## config.mk

```make
export PLATFORM = sky130hd
export DESIGN_NAME = answer_scorer_flat
export DESIGN_NICKNAME = d
export VERILOG_FILES = /design/src/rtl/answer_scorer_if.sv /design/src/rtl/answer_scorer.sv /design/src/flat_wrapper.sv
export SDC_FILE = /design/constraint.sdc
export NUM_CORES = 1
export LEC_CHECK = 0
export ABC_AREA = 1
export BUFFER_PORTS_ARGS = -buffer_cell sky130_fd_sc_hd__buf_2
export CORE_MARGIN = 5
export CORE_UTILIZATION = 56
export DETAILED_ROUTE_END_ITERATION = 10
export PLACE_DENSITY = 0.77
export SETUP_SLACK_MARGIN = 0.05
export SYNTH_ARGS = -nofsm -noshare
export SYNTH_HDL_FRONTEND = slang
export SYNTH_SLANG_ARGS = --single-unit
```

## constraint.sdc

```tcl
create_clock -name clk -period 3 [get_ports clk]
set_input_delay 0.3 -clock clk [delete_from_list [all_inputs] [get_ports clk]]
set_output_delay 0.3 -clock clk [all_outputs]
set_load 0.02 [all_outputs]
```

## src/rtl/answer_scorer_if.sv

```systemverilog
// Player-side bus of the answer scorer.
// Inputs to the scorer:
//   start      - one-cycle pulse, new question shown and expected valid
//   expected   - datapath result for the current question
//   answer     - player answer from the switches
//   submit     - one-cycle pulse, player commits the answer
// Outputs from the scorer:
//   busy       - scorer is in a round (not idle)
//   verdict    - 00 none, 01 correct, 10 wrong, 11 timeout
//   secs_left  - remaining seconds for the hex display
//   cur_score  - current streak score
//   high_score - best score since reset
//   round_done - one-cycle pulse when the verdict display period ends
// master: game side (drives start/expected/answer/submit).
// slave : answer_scorer.
interface answer_scorer_if;
  localparam int unsigned DW = 8;
  localparam int unsigned VW = 2;

  logic          start;
  logic [DW-1:0] expected;
  logic [DW-1:0] answer;
  logic          submit;
  logic          busy;
  logic [VW-1:0] verdict;
  logic [DW-1:0] secs_left;
  logic [DW-1:0] cur_score;
  logic [DW-1:0] high_score;
  logic          round_done;

  modport master (
    output start, expected, answer, submit,
    input  busy, verdict, secs_left, cur_score, high_score, round_done
  );

  modport slave (
    input  start, expected, answer, submit,
    output busy, verdict, secs_left, cur_score, high_score, round_done
  );
endinterface

```

## src/rtl/answer_scorer.sv

```systemverilog
// Answer scorer for the binary math game.
// Latches the expected result on start, runs a per-question seconds
// countdown, captures the player's answer on submit, judges it, keeps the
// current and high scores, holds the verdict for HOLD_SECS seconds and then
// pulses round_done back to the game control FSM.
//
// Parameters:
//   CLK_DIV    - clk cycles per one-second tick
//   TIME_LIMIT - seconds allowed per question (1..255)
//   HOLD_SECS  - seconds the verdict is shown before round_done (1..255)
// Ports:
//   clk    - system clock
//   resetn - synchronous active-low reset
//   bus    - answer_scorer_if.slave (start/expected/answer/submit in,
//            busy/verdict/secs_left/cur_score/high_score/round_done out;
//            all outputs registered)
// Build option:
//   ANSWER_SCORER_STREAK_BONUS_EN - when defined, the third and later
//   consecutive correct answers score 2 instead of 1.
module answer_scorer #(
  parameter int unsigned CLK_DIV    = 50000000,
  parameter int unsigned TIME_LIMIT = 10,
  parameter int unsigned HOLD_SECS  = 2
) (
  input  logic               clk,
  input  logic               resetn,
  answer_scorer_if.slave     bus
);

  localparam int unsigned DW = 8;
  localparam int unsigned VW = 2;
  localparam int unsigned PW = (CLK_DIV > 1) ? $clog2(CLK_DIV) : 1;

  localparam logic [VW-1:0] V_NONE    = 2'b00;
  localparam logic [VW-1:0] V_CORRECT = 2'b01;
  localparam logic [VW-1:0] V_WRONG   = 2'b10;
  localparam logic [VW-1:0] V_TIMEOUT = 2'b11;

  localparam logic [PW-1:0] PRESC_LAST = PW'(CLK_DIV - 1);
  localparam logic [DW-1:0] SECS_INIT  = DW'(TIME_LIMIT);
  localparam logic [DW-1:0] HOLD_LAST  = DW'(HOLD_SECS - 1);
  localparam logic [DW-1:0] SCORE_MAX  = '1;

  typedef enum logic [1:0] {
    IDLE  = 2'd0,
    ARMED = 2'd1,
    JUDGE = 2'd2,
    HOLD  = 2'd3
  } state_t;

  state_t        state_q, state_d;
  logic [PW-1:0] presc_q, presc_d;
  logic [DW-1:0] exp_q, exp_d;
  logic [DW-1:0] ans_q, ans_d;
  logic          timeout_q, timeout_d;
  logic [DW-1:0] hold_cnt_q, hold_cnt_d;
  logic [DW-1:0] secs_q, secs_d;
  logic [DW-1:0] cur_q, cur_d;
  logic [DW-1:0] high_q, high_d;
  logic [VW-1:0] verdict_q, verdict_d;
  logic          busy_q, busy_d;
  logic          done_q, done_d;

  logic          counting_c;
  logic          tick_c;
  logic          correct_c;
  logic [1:0]    inc_c;
  logic [DW:0]   sum_c;
  logic [DW-1:0] sat_score_c;

  // Seconds prescaler only runs while waiting on the player or showing a verdict.
  assign counting_c = (state_q == ARMED) || (state_q == HOLD);
  assign tick_c     = counting_c && (presc_q == PRESC_LAST);

  // A timed-out question can never be correct, whatever ans_q holds.
  assign correct_c  = !timeout_q && (ans_q == exp_q);

`ifdef ANSWER_SCORER_STREAK_BONUS_EN
  logic [1:0] streak_q, streak_d;

  // Two or more correct answers already in a row earn the bonus.
  assign inc_c = (streak_q >= 2'd2) ? 2'd2 : 2'd1;
`else
  assign inc_c = 2'd1;
`endif

  // Saturating score increment.
  assign sum_c       = {1'b0, cur_q} + (DW+1)'(inc_c);
  assign sat_score_c = sum_c[DW] ? SCORE_MAX : sum_c[DW-1:0];

  // Next-state and registered-output logic.
  always_comb begin
    state_d    = state_q;
    presc_d    = presc_q;
    exp_d      = exp_q;
    ans_d      = ans_q;
    timeout_d  = timeout_q;
    hold_cnt_d = hold_cnt_q;
    secs_d     = secs_q;
    cur_d      = cur_q;
    high_d     = high_q;
    verdict_d  = verdict_q;
    done_d     = 1'b0;
`ifdef ANSWER_SCORER_STREAK_BONUS_EN
    streak_d   = streak_q;
`endif

    case (state_q)
      IDLE: begin
        verdict_d = V_NONE;
        if (bus.start) begin
          exp_d     = bus.expected;
          secs_d    = SECS_INIT;
          timeout_d = 1'b0;
          state_d   = ARMED;
        end
      end

      ARMED: begin
        // Every tick decrements, even one coinciding with submit.
        if (tick_c && (secs_q != '0)) begin
          secs_d = secs_q - DW'(1);
        end
        // Submit takes priority over an expiring tick in the same cycle.
        if (bus.submit) begin
          ans_d   = bus.answer;
          state_d = JUDGE;
        end else if (tick_c && (secs_q == DW'(1))) begin
          timeout_d = 1'b1;
          state_d   = JUDGE;
        end
      end

      JUDGE: begin
        if (correct_c) begin
          verdict_d = V_CORRECT;
          cur_d     = sat_score_c;
`ifdef ANSWER_SCORER_STREAK_BONUS_EN
          if (streak_q != 2'd3) begin
            streak_d = streak_q + 2'd1;
          end
`endif
        end else begin
          verdict_d = timeout_q ? V_TIMEOUT : V_WRONG;
          // High score only moves when a streak ends.
          if (cur_q > high_q) begin
            high_d = cur_q;
          end
          cur_d = '0;
`ifdef ANSWER_SCORER_STREAK_BONUS_EN
          streak_d = 2'd0;
`endif
        end
        hold_cnt_d = '0;
        state_d    = HOLD;
      end

      HOLD: begin
        if (tick_c) begin
          if (hold_cnt_q == HOLD_LAST) begin
            done_d    = 1'b1;
            verdict_d = V_NONE;
            state_d   = IDLE;
          end else begin
            hold_cnt_d = hold_cnt_q + DW'(1);
          end
        end
      end

      default: begin
        state_d = IDLE;
      end
    endcase

    // Restart the prescaler on every state entry so the first tick lands
    // exactly CLK_DIV cycles later.
    if ((state_d != state_q) || !counting_c || tick_c) begin
      presc_d = '0;
    end else begin
      presc_d = presc_q + PW'(1);
    end

    busy_d = (state_d != IDLE);
  end

  // State and output registers, synchronous reset.
  always_ff @(posedge clk) begin
    if (!resetn) begin
      state_q    <= IDLE;
      presc_q    <= '0;
      exp_q      <= '0;
      ans_q      <= '0;
      timeout_q  <= 1'b0;
      hold_cnt_q <= '0;
      secs_q     <= '0;
      cur_q      <= '0;
      high_q     <= '0;
      verdict_q  <= V_NONE;
      busy_q     <= 1'b0;
      done_q     <= 1'b0;
    end else begin
      state_q    <= state_d;
      presc_q    <= presc_d;
      exp_q      <= exp_d;
      ans_q      <= ans_d;
      timeout_q  <= timeout_d;
      hold_cnt_q <= hold_cnt_d;
      secs_q     <= secs_d;
      cur_q      <= cur_d;
      high_q     <= high_d;
      verdict_q  <= verdict_d;
      busy_q     <= busy_d;
      done_q     <= done_d;
    end
  end

`ifdef ANSWER_SCORER_STREAK_BONUS_EN
  // Consecutive-correct counter, saturating at 3.
  always_ff @(posedge clk) begin
    if (!resetn) begin
      streak_q <= 2'd0;
    end else begin
      streak_q <= streak_d;
    end
  end
`endif

  assign bus.busy       = busy_q;
  assign bus.verdict    = verdict_q;
  assign bus.secs_left  = secs_q;
  assign bus.cur_score  = cur_q;
  assign bus.high_score = high_q;
  assign bus.round_done = done_q;

endmodule

```

## src/flat_wrapper.sv

```systemverilog
// flat-port wrapper written by rule: the top's interface ports become plain ports
module answer_scorer_flat 
#(
  parameter int unsigned CLK_DIV    = 50000000,
  parameter int unsigned TIME_LIMIT = 10,
  parameter int unsigned HOLD_SECS  = 2
)
  (clk, resetn, bus_start, bus_expected, bus_answer, bus_submit, bus_busy, bus_verdict, bus_secs_left, bus_cur_score, bus_high_score, bus_round_done);
  answer_scorer_if bus_i ();
  input  logic clk;
  input  logic resetn;
  input wire logic [$bits(bus_i.start)-1:0] bus_start;
  input wire logic [$bits(bus_i.expected)-1:0] bus_expected;
  input wire logic [$bits(bus_i.answer)-1:0] bus_answer;
  input wire logic [$bits(bus_i.submit)-1:0] bus_submit;
  output wire logic [$bits(bus_i.busy)-1:0] bus_busy;
  output wire logic [$bits(bus_i.verdict)-1:0] bus_verdict;
  output wire logic [$bits(bus_i.secs_left)-1:0] bus_secs_left;
  output wire logic [$bits(bus_i.cur_score)-1:0] bus_cur_score;
  output wire logic [$bits(bus_i.high_score)-1:0] bus_high_score;
  output wire logic [$bits(bus_i.round_done)-1:0] bus_round_done;
  assign bus_i.start = bus_start;
  assign bus_i.expected = bus_expected;
  assign bus_i.answer = bus_answer;
  assign bus_i.submit = bus_submit;
  assign bus_busy = bus_i.busy;
  assign bus_verdict = bus_i.verdict;
  assign bus_secs_left = bus_i.secs_left;
  assign bus_cur_score = bus_i.cur_score;
  assign bus_high_score = bus_i.high_score;
  assign bus_round_done = bus_i.round_done;
  answer_scorer #(.CLK_DIV(CLK_DIV), .TIME_LIMIT(TIME_LIMIT), .HOLD_SECS(HOLD_SECS)) u_core (.clk(clk), .resetn(resetn), .bus(bus_i));
endmodule
```

== Word-level counts from Yosys, hierarchy flattened ==
Cells that the tools add are included.

* Flip-flop bits (word level): 81
* Latch bits: 0
* RAM bits: 0
* ROM bits: 0
* Input port bits: 20
* Output and inout port bits: 28
* Word-level logic and storage cells: 82
* Memories: 0

* Add/sub/neg operators: 4
* $mul: 0
* Divide/modulo/power cells: 0
* $lt $le $gt $ge: 1
* Eq/ne operators: 15
* Shift operators: 0
* Muxes and demuxes: 24
* Bitwise gates (word level): 2
* Reductions and logical operators: 24

{| class="wikitable"
|+ Operators by type and width
! operator !! number
|-
| 8-bit two-way mux || 6
|-
| 8-bit one-hot mux with 2 select lines || 2
|-
| 26-bit by 1-bit adder with 26-bit output (second input constant) || 1
|-
| 26-bit equality test (second input constant) || 1
|-
| 8-bit by 1-bit equality test with 1-bit output (second input constant) || 2
|-
| 2-bit two-way mux || 8
|-
| 3-bit AND reduction || 5
|-
| 2-bit != test (second input constant) || 6
|-
| 8-bit by 1-bit adder with 9-bit output (second input constant) || 1
|-
| 8-bit by 1-bit adder with 8-bit output (second input constant) || 1
|-
| 8-bit equality test || 1
|-
| 8-bit > comparator || 1
|-
| 2-bit one-hot mux with 4 select lines || 1
|-
| 8-bit nonzero test || 1
|-
| 8-bit by 1-bit subtractor with 8-bit output (second input constant) || 1
|-
| 2-bit one-hot mux with 3 select lines || 1
|-
| 2-bit nonzero test || 3
|-
| 1-bit two-way mux || 5
|-
| 2-bit equality test (second input constant) || 2
|-
| 1-bit logical AND || 4
|-
| 2-bit AND reduction || 2
|-
| 4-bit AND reduction || 1
|-
| 1-bit logical OR || 3
|-
| 3-bit nonzero test || 1
|-
| 8 further kinds || 10
|}

== Logic depth before layout (Yosys ltp) ==
Gate-level depths: netlist (run 1).

* Depth in word-level cells: 11
* Gate-level depth with buffers: 13
* Gate-level depth less buffers: 13

== Least setup slack after synthesis (run 1) ==
No wires, ideal clock.

* Kind: register to register
* Start: reg u_core.high_q[7] (netlist: u_core.bus.high_score[7])
* End: reg u_core.high_q[0] (netlist: u_core.bus.high_score[0])
* Library setup time: 0.064 ns
* Data arrival time: 1.751 ns
* Required time: 2.936 ns
* Path slack: 1.185 ns
* Cell stages (with the launch flop): 11
* Buffers on the path: 0
* Period minus slack after synthesis: 1.815 ns
* Cells stage by stage: dfxtp_1 > inv_1 > ha_1 > nand2_1 > nor2_1 > nand2_1 > a21boi_2 > nand3_1 > nand2_1 > inv_1 > nor2_1

* Cells in the longest elaborated chain, start to end: 2

{| class="wikitable"
|+ RTL lines
! item !! RTL line !! text
|-
| start, declared || answer_scorer.sv:59 || <nowiki>logic [DW-1:0] high_q, high_d;</nowiki>
|-
| start signal, assigned || answer_scorer.sv:210 || <nowiki>high_q <= high_d;</nowiki>
|-
| 8-bit > comparator || answer_scorer.sv:146 || <nowiki>if (cur_q > high_q) begin</nowiki>
|-
| 3-bit AND reduction (no line) || - ||
|}

No other way between the ends.
A chain may end at the register's enable or synchronous reset.

== Worst setup path after layout (run 1) ==
* Start: reg u_core.high_q[7] (netlist: u_core.bus.high_score[7])
* End: reg u_core.high_q[6] (netlist: u_core.bus.high_score[6])

The elaborated chain is that of the path after synthesis.

==> results of run 1 <==
==> worst min-delay path by stage <==
stage | startpoint | endpoint
after floorplan | u_core.presc_q[0]$_SDFF_PP0_ | u_core.presc_q[0]$_SDFF_PP0_
after global placement | u_core.presc_q[0]$_SDFF_PP0_ | u_core.presc_q[0]$_SDFF_PP0_
after detailed placement | u_core.presc_q[0]$_SDFF_PP0_ | u_core.presc_q[0]$_SDFF_PP0_
after CTS | bus_expected[1] | u_core.exp_q[1]$_SDFFE_PN0P_
after global routing | bus_answer[5] | u_core.ans_q[5]$_SDFFE_PN0P_
final | bus_expected[1] | u_core.exp_q[1]$_SDFFE_PN0P_
==> metrics by stage <==
stage	power (mW)	hold slack (ps)	utilization	setup WS [ps]	instances
4_1_cts	2.31	188	0.646	1020	793
2_1_floorplan	1.36	429	-	1180	640
3_3_place_gp	1.41	442	0.617	1140	777
6_report	2.30	198	0.646	1020	793
5_1_grt	2.41	209	0.646	791	793
3_5_place_dp	1.42	459	0.617	1030	777
==> placed cells by master, fill, tap and decap left out, types with 3 or more instances in the layout <==
cell type  instances
nand3_1           39
nor3_1             8
ha_1              15
o21ai_0           21
dfxtp_1           81
xnor2_1           13
nor2_2            16
a21oi_1           34
inv_1             84
nand2_1          135
nand2_4            3
xor2_1            23
o22ai_1            5
buf_2             47
nor2_1            94
nand4_1           22
clkbuf_8           9
nand2_2            7
nor3_4             3
nor2_4             3
inv_6              3
inv_2              6
==> registers in the layout, indices dropped and copies added (netlist names) <==
signal	flops
u_core.hold_cnt_q	8
u_core.ans_q	8
u_core.exp_q	8
u_core.bus.cur_score	8
u_core.timeout_q	1
u_core.bus.verdict	2
u_core.bus.high_score	8
u_core.bus.round_done	1
u_core.state_q	2
u_core.bus.secs_left	8
u_core.presc_q	26
u_core.bus.busy	1
==> area by class of cell <==
cell class,instances,area [µm²],share of cell area
multi-input cells,455,2450,0.489
flip-flops and latches,81,1620,0.323
inverters,90,338,0.0673
repair buffers,49,250,0.0499
well taps,102,128,0.0254
clock buffers,9,124,0.0247
clock inverters,7,101,0.0202
==> power by group <==
part	switching [mW]	leakage (nW)	internal [mW]	total [mW]
clock network	0.423	0.107	0.477	0.900
registers	0.0283	0.657	1.11	1.14
logic	0.172	1.38	0.0884	0.261
==> kinds of logic (layout without fill, tap and decap cells) <==
logic type               Yosys count  after routing  share of synthesized area
buffers and inverters            104            155                     0.0928
AO/OA/AOI/OAI                     63             63                     0.0741
XOR/XNOR                          36             36                     0.0702
adder cells (fa/ha/maj)           15             15                     0.0418
AND/OR/NAND/NOR                  341            341                      0.360
flip-flops                        81             81                      0.361
==> routing by layer <==
| metal | part of all wire | up-vias |
|---|---|---|
| met4 | 0.015 | 0 |
| met1 | 0.48 | 1867 |
| met5 | 0 | - |
| met2 | 0.46 | 99 |
| met3 | 0.048 | 13 |
| li1 | - | 2111 |
==> worst reg2reg max path, delay by kind of cell (launching register included) <==
family          cells  cell delay, ps
buf+inv             2             110
compound gates      1             330
simple gates        6             860
flops               1             340
fa+ha+maj           1             300
==> results.yml, run 1 <==
outcome:
  outcome: "finished clean"
yosys:
  total_nets_after_synthesis: 675
  asyncSetResetFlopFracSynth: 0
  number_of_distinct_library_cells_after_synthesis: 34
  synthesis.yosys.warnings: 0
  synthDominantCellAreaShare: 0.361
  ys_seq_elements: 81
  synthesis.area_mm2: 0.00449
  synth_cells: 640
  synth.cells.most_frequent: "nand2_1, nor2_1, inv_1"
  synth.avg_cell_area_um2: 7.02
  yosys-top-cells-area: "dfxtp_1, nand2_1, nor2_1"
  most_numerous_cell_in_the_yosys_netlist: "nand2_1"
  synth-edff-count: 0
  synth_top_area_cell: "dfxtp_1"
  synth_ff_type: "dfxtp_1"
  synth.yosys.seq_area_share: 0.361
power:
  power.ir.vdd_worst_v: 0.000291
  leakagePower_nw: 2.14
  p_per_area_mw_per_mm2: 458
sta:
  final-max-slew-violation-count: 0
  final_setup_violation_count: 0
  finalCriticalPeriod_ps: 1980
  unrepaired_setup_endpoints_after_global_routing: "false"
  post_route_setup_tns_ps: 0
  clock_skew_ps: 9.86
  hold_viol: 0
  maxClockFrequency_mhz: 504
  slew_headroom: 0.488
  period_share: 0.662
  timing_worst_slew_pin_value_ps: 766
setup_path:
  timing.critical_path.from: "u_core.bus.high_score[7]$_SDFFE_PN0P_"
  cp_data_required_time_ps: 3300
  cpMaxStageDelayCell: "dfxtp_1"
  timing.critical_path.depth: 10
  crit_fanout: 9
  worstReg2RegStart: "u_core.bus.high_score[7]$_SDFFE_PN0P_"
  worst-r2r-cell-count: 10
  critPathCapture: "u_core.bus.high_score[6]$_SDFFE_PN0P_"
  critical_path.reg2reg.endpoint: "u_core.bus.high_score[6]$_SDFFE_PN0P_"
  critical-path-max-stage-delay_ps: 340
  worstSetupEndpointType: "flip-flop"
  critical_path_s_most_frequent_cell: "nand2_1"
  cp.buffers_inverters: 2
  reg2reg_slack_ps: 1020
  kind_of_cell_adding_the_most_delay_to_the_critical_path: "simple AND/OR/NAND/NOR gates"
  element_type_at_the_critical_path_start: "flip-flop"
  critical_path_arrival_ps: 2290
  worstPathCellList: "inv_1, ha_1, nand2_1, nor2_1, nand2_1, a21boi_2, nand3_1, nand2_1, inv_1, nor2_1"
  worst-setup-path-type: "reg2reg"
global_route:
  gr-usage-all-layers: 0.207
  number_of_global_route_vias_before_repair: 3868
  largest_net_degree_at_the_start_of_global_routing: 30
  initial_antenna_violation_count: 0
  grt_pass1_wl_mm: 17.0
  groute.layer.met1.usage: 0.275
  met2_usage: 0.336
  busiest_layer_in_global_routing: "met2"
  grt.overflow.total: 0
  grt.met3_usage: 0.0358
cells_and_area:
  fillCellCount: 696
  antenna_cells_inserted: 0
  fraction_of_layout_instances_using_a_drive_strength_above_1: 0.164
  syn2layout_area_growth_pct: 11.7
  finalNetCount: 721
  finish.instance_area_mm2: 0.00502
floorplanning:
  fp.dieW_um: 99.6
  initial_utilization: 0.578
  dieArea_mm2: 0.00991
  chip_height_um: 99.6
  cell_rows: 32
  boundaryPins: 48
  std_cell_core_area_mm2: 0.00777
clocking:
  root_buffer_cell: "clkbuf_8"
  numCtsBuffers: 9
  tritoncts: "done"
  cts_post_setup_buffers_inserted: 0
  worst_skew_pair.late_latency_ps: 360
  cts.reportedPaths.clkPinSlew_ps: 90
  cts_repair_resizes: 0
  clockBufferDepth: 2
  ctsHoldBuffers: 0
  htree_num_levels: 3
  numClockSinks: 81
drt:
  routed_wire_length_per_instance_um: 12.2
  total_detailed_routing_wirelength_mm: 9.68
  routed-via-count: 4090
  drt-pass1-iter-count: 5
  drtAntennaViolNets: 0
  remaining_drc_errors: 0
  route.detailed.vias_per_inst: 5.16
  first_iter_violations: 199
placed_design:
  gp_routability_congestion: 0.914
  portBuffers: 47
  dp_hpwl_mm: 7.20
  placedInstanceArea_mm2: 0.00479
job:
  max_cap_violations: 0
min_path:
  hold_path_class: "in2reg"
  whs_path_depth: 3
(Power assumes the default switching activity.)
==> run 2: changes to the inputs <==
- clock period: 3 -> 2.06 ns (I/O delays scaled with it)
==> run 2 against run 1 <==
Net effect: total power is 37% higher; critical path type unchanged; clock power is 22% higher; via count is 0.71% lower; sequential power is 46% higher; hold slack worse by 97 ps.
==> results.yml, run 2 (synthesized netlist as in run 1, its figures left out) <==
drt:
  routed_wire_length_per_instance_um: 12.1
  drt-pass1-iter-count: 4
  first_iter_violations: 188
  total_detailed_routing_wirelength_mm: 9.69
  route.detailed.vias_per_inst: 5.09
  routed-via-count: 4061
  drtAntennaViolNets: 0
  remaining_drc_errors: 0
clocking:
  ctsHoldBuffers: 0
  worst_skew_pair.late_latency_ps: 350
  numCtsBuffers: 9
  htree_num_levels: 3
  cts.reportedPaths.clkPinSlew_ps: 100
  cts_repair_resizes: 0
  tritoncts: "done"
  numClockSinks: 81
  cts_post_setup_buffers_inserted: 0
  clockBufferDepth: 2
  root_buffer_cell: "clkbuf_8"
setup_path:
  element_type_at_the_critical_path_start: "flip-flop"
  critical-path-max-stage-delay_ps: 380
  cp_data_required_time_ps: 2290
  cpMaxStageDelayCell: "dfxtp_1"
  critical_path_s_most_frequent_cell: "nand2_1"
  cp.buffers_inverters: 0
  crit_fanout: 26
  kind_of_cell_adding_the_most_delay_to_the_critical_path: "simple AND/OR/NAND/NOR gates"
  critical_path_arrival_ps: 2090
  critical_path.reg2reg.endpoint: "u_core.presc_q[22]$_SDFF_PP0_"
  worst-setup-path-type: "reg2reg"
  worst-r2r-cell-count: 10
  reg2reg_slack_ps: 200
  worstSetupEndpointType: "flip-flop"
  worstReg2RegStart: "u_core.presc_q[0]$_SDFF_PP0_"
  worstPathCellList: "ha_1, nand2_1, nor2_1, nand2_1, nor2_2, nand4_2, nand2_1, nand2_2, nand2_4, nor2_1"
min_path:
  hold_path_class: "in2reg"
  worstHoldStart: "bus_expected[4]"
  worstHoldEndpoint: "u_core.exp_q[4]$_SDFFE_PN0P_"
  whs_path_depth: 3
sta:
  final_setup_violation_count: 0
  postLayoutSetupSlackWorst_ps: 196
  period_share: 0.905
  clock_skew_ps: 12.7
  final-max-slew-violation-count: 0
  maxClockFrequency_mhz: 537
  slew_headroom: 0.730
  timing_worst_slew_pin_value_ps: 402
  post_route_setup_tns_ps: 0
  hold_viol: 0
  finalCriticalPeriod_ps: 1860
  unrepaired_setup_endpoints_after_global_routing: "false"
floorplanning:
  dieArea_mm2: 0.00991
  chip_height_um: 99.6
  cell_rows: 32
  std_cell_core_area_mm2: 0.00777
  fp.dieW_um: 99.6
  initial_utilization: 0.578
  boundaryPins: 48
placed_design:
  dp_hpwl_mm: 7.33
  placement.setup.worst_slack_ps: 243
  portBuffers: 47
  dp.cells: 782
  gp_routability_congestion: 0.928
cells_and_area:
  finalNetCount: 726
  fin_util: 0.646
  mostFrequentLayoutCell: "nand2_1"
  fraction_of_layout_instances_using_a_drive_strength_above_1: 0.170
  fillCellCount: 715
  antenna_cells_inserted: 0
  layout.cells.most_common_list: "nand2_1, nor2_1, inv_1"
  largest_register_ff_count: 26
  register_with_the_highest_flop_count: "u_core.presc_q"
  syn2layout_area_growth_pct: 11.6
  layoutNonFillerInstCount: 798
power:
  power_switching_mw: 0.931
  p_per_area_mw_per_mm2: 627
  power_mw: 3.14
  p_comb_frac: 0.124
  leakagePower_nw: 2.15
  power.clock.fraction: 0.350
  power_switching_share: 0.296
  power.ir.vdd_worst_v: 0.000486
  share_seq_of_total_power: 0.527
  power.internal_mw: 2.21
global_route:
  gr-usage-all-layers: 0.205
  number_of_global_route_vias_before_repair: 3802
  grt_pass1_wl_mm: 17.0
  largest_net_degree_at_the_start_of_global_routing: 30
  grt.overflow.total: 0
  initial_antenna_violation_count: 0
outcome:
  outcome: "finished clean"
job:
  max_cap_violations: 0
## run 2: area by class of cell
class	instances	area, µm²	area share
Multi-Input combinational cell	455	2450	0.489
Sequential cell	81	1620	0.323
Inverter	90	338	0.0674
Timing Repair Buffer	54	288	0.0574
Tap cell	102	128	0.0254
Clock buffer	9	124	0.0247
Clock inverter	7	62.6	0.0125
## run 2: worst max path at each step
stage                                          start                                     to  slack (ps)  cells past startpoint
2_1_floorplan  u_core.bus.high_score[7]$_SDFFE_PN0P_  u_core.bus.high_score[0]$_SDFFE_PN0P_         240                     10
3_3_place_gp            u_core.presc_q[0]$_SDFF_PP0_          u_core.presc_q[23]$_SDFF_PP0_         340                     10
3_5_place_dp            u_core.presc_q[0]$_SDFF_PP0_          u_core.presc_q[22]$_SDFF_PP0_         240                     10
4_1_cts                 u_core.presc_q[0]$_SDFF_PP0_          u_core.presc_q[22]$_SDFF_PP0_         200                     10
5_1_grt         u_core.bus.cur_score[0]$_SDFFE_PN0P_  u_core.bus.high_score[2]$_SDFFE_PN0P_          60                     13
6_report                u_core.presc_q[0]$_SDFF_PP0_          u_core.presc_q[22]$_SDFF_PP0_         200                     10
## run 2: tightest hold or removal path: cells and delay by family
kind | cells | cell delay (ps)
simple gates | 1 | 70
buf+inv | 1 | 70
compound gates | 1 | 70
## run 2: power by group through the flow
stage / combinational [mW] / sequential, mW / clock [mW]
after global routing: 0.444 / 1.66 / 1.20
final: 0.389 / 1.66 / 1.10
after detailed placement: 0.389 / 1.69 / 0
after floorplan: 0.286 / 1.70 / 0
after CTS: 0.391 / 1.66 / 1.13
after global placement: 0.382 / 1.69 / 0
## run 2: per-stage QoR
step           hold WS [ps]  instance area (µm²)
2_1_floorplan           370                 4490
3_3_place_gp            437                 4830
6_report                101                 5010
4_1_cts                88.2                 5010
5_1_grt                 118                 5010
3_5_place_dp            450                 4830
## run 2: routing by layer
layer  GRT usage  share of wire  vias to the layer above  wire (µm)
li1            -              -                     2132          -
met1       0.281           0.48                     1843       4680
met2       0.329           0.46                       70       4430
met3      0.0351          0.041                       16        399
met4      0.0672          0.019                        0        184
met5           0              0                        -          0
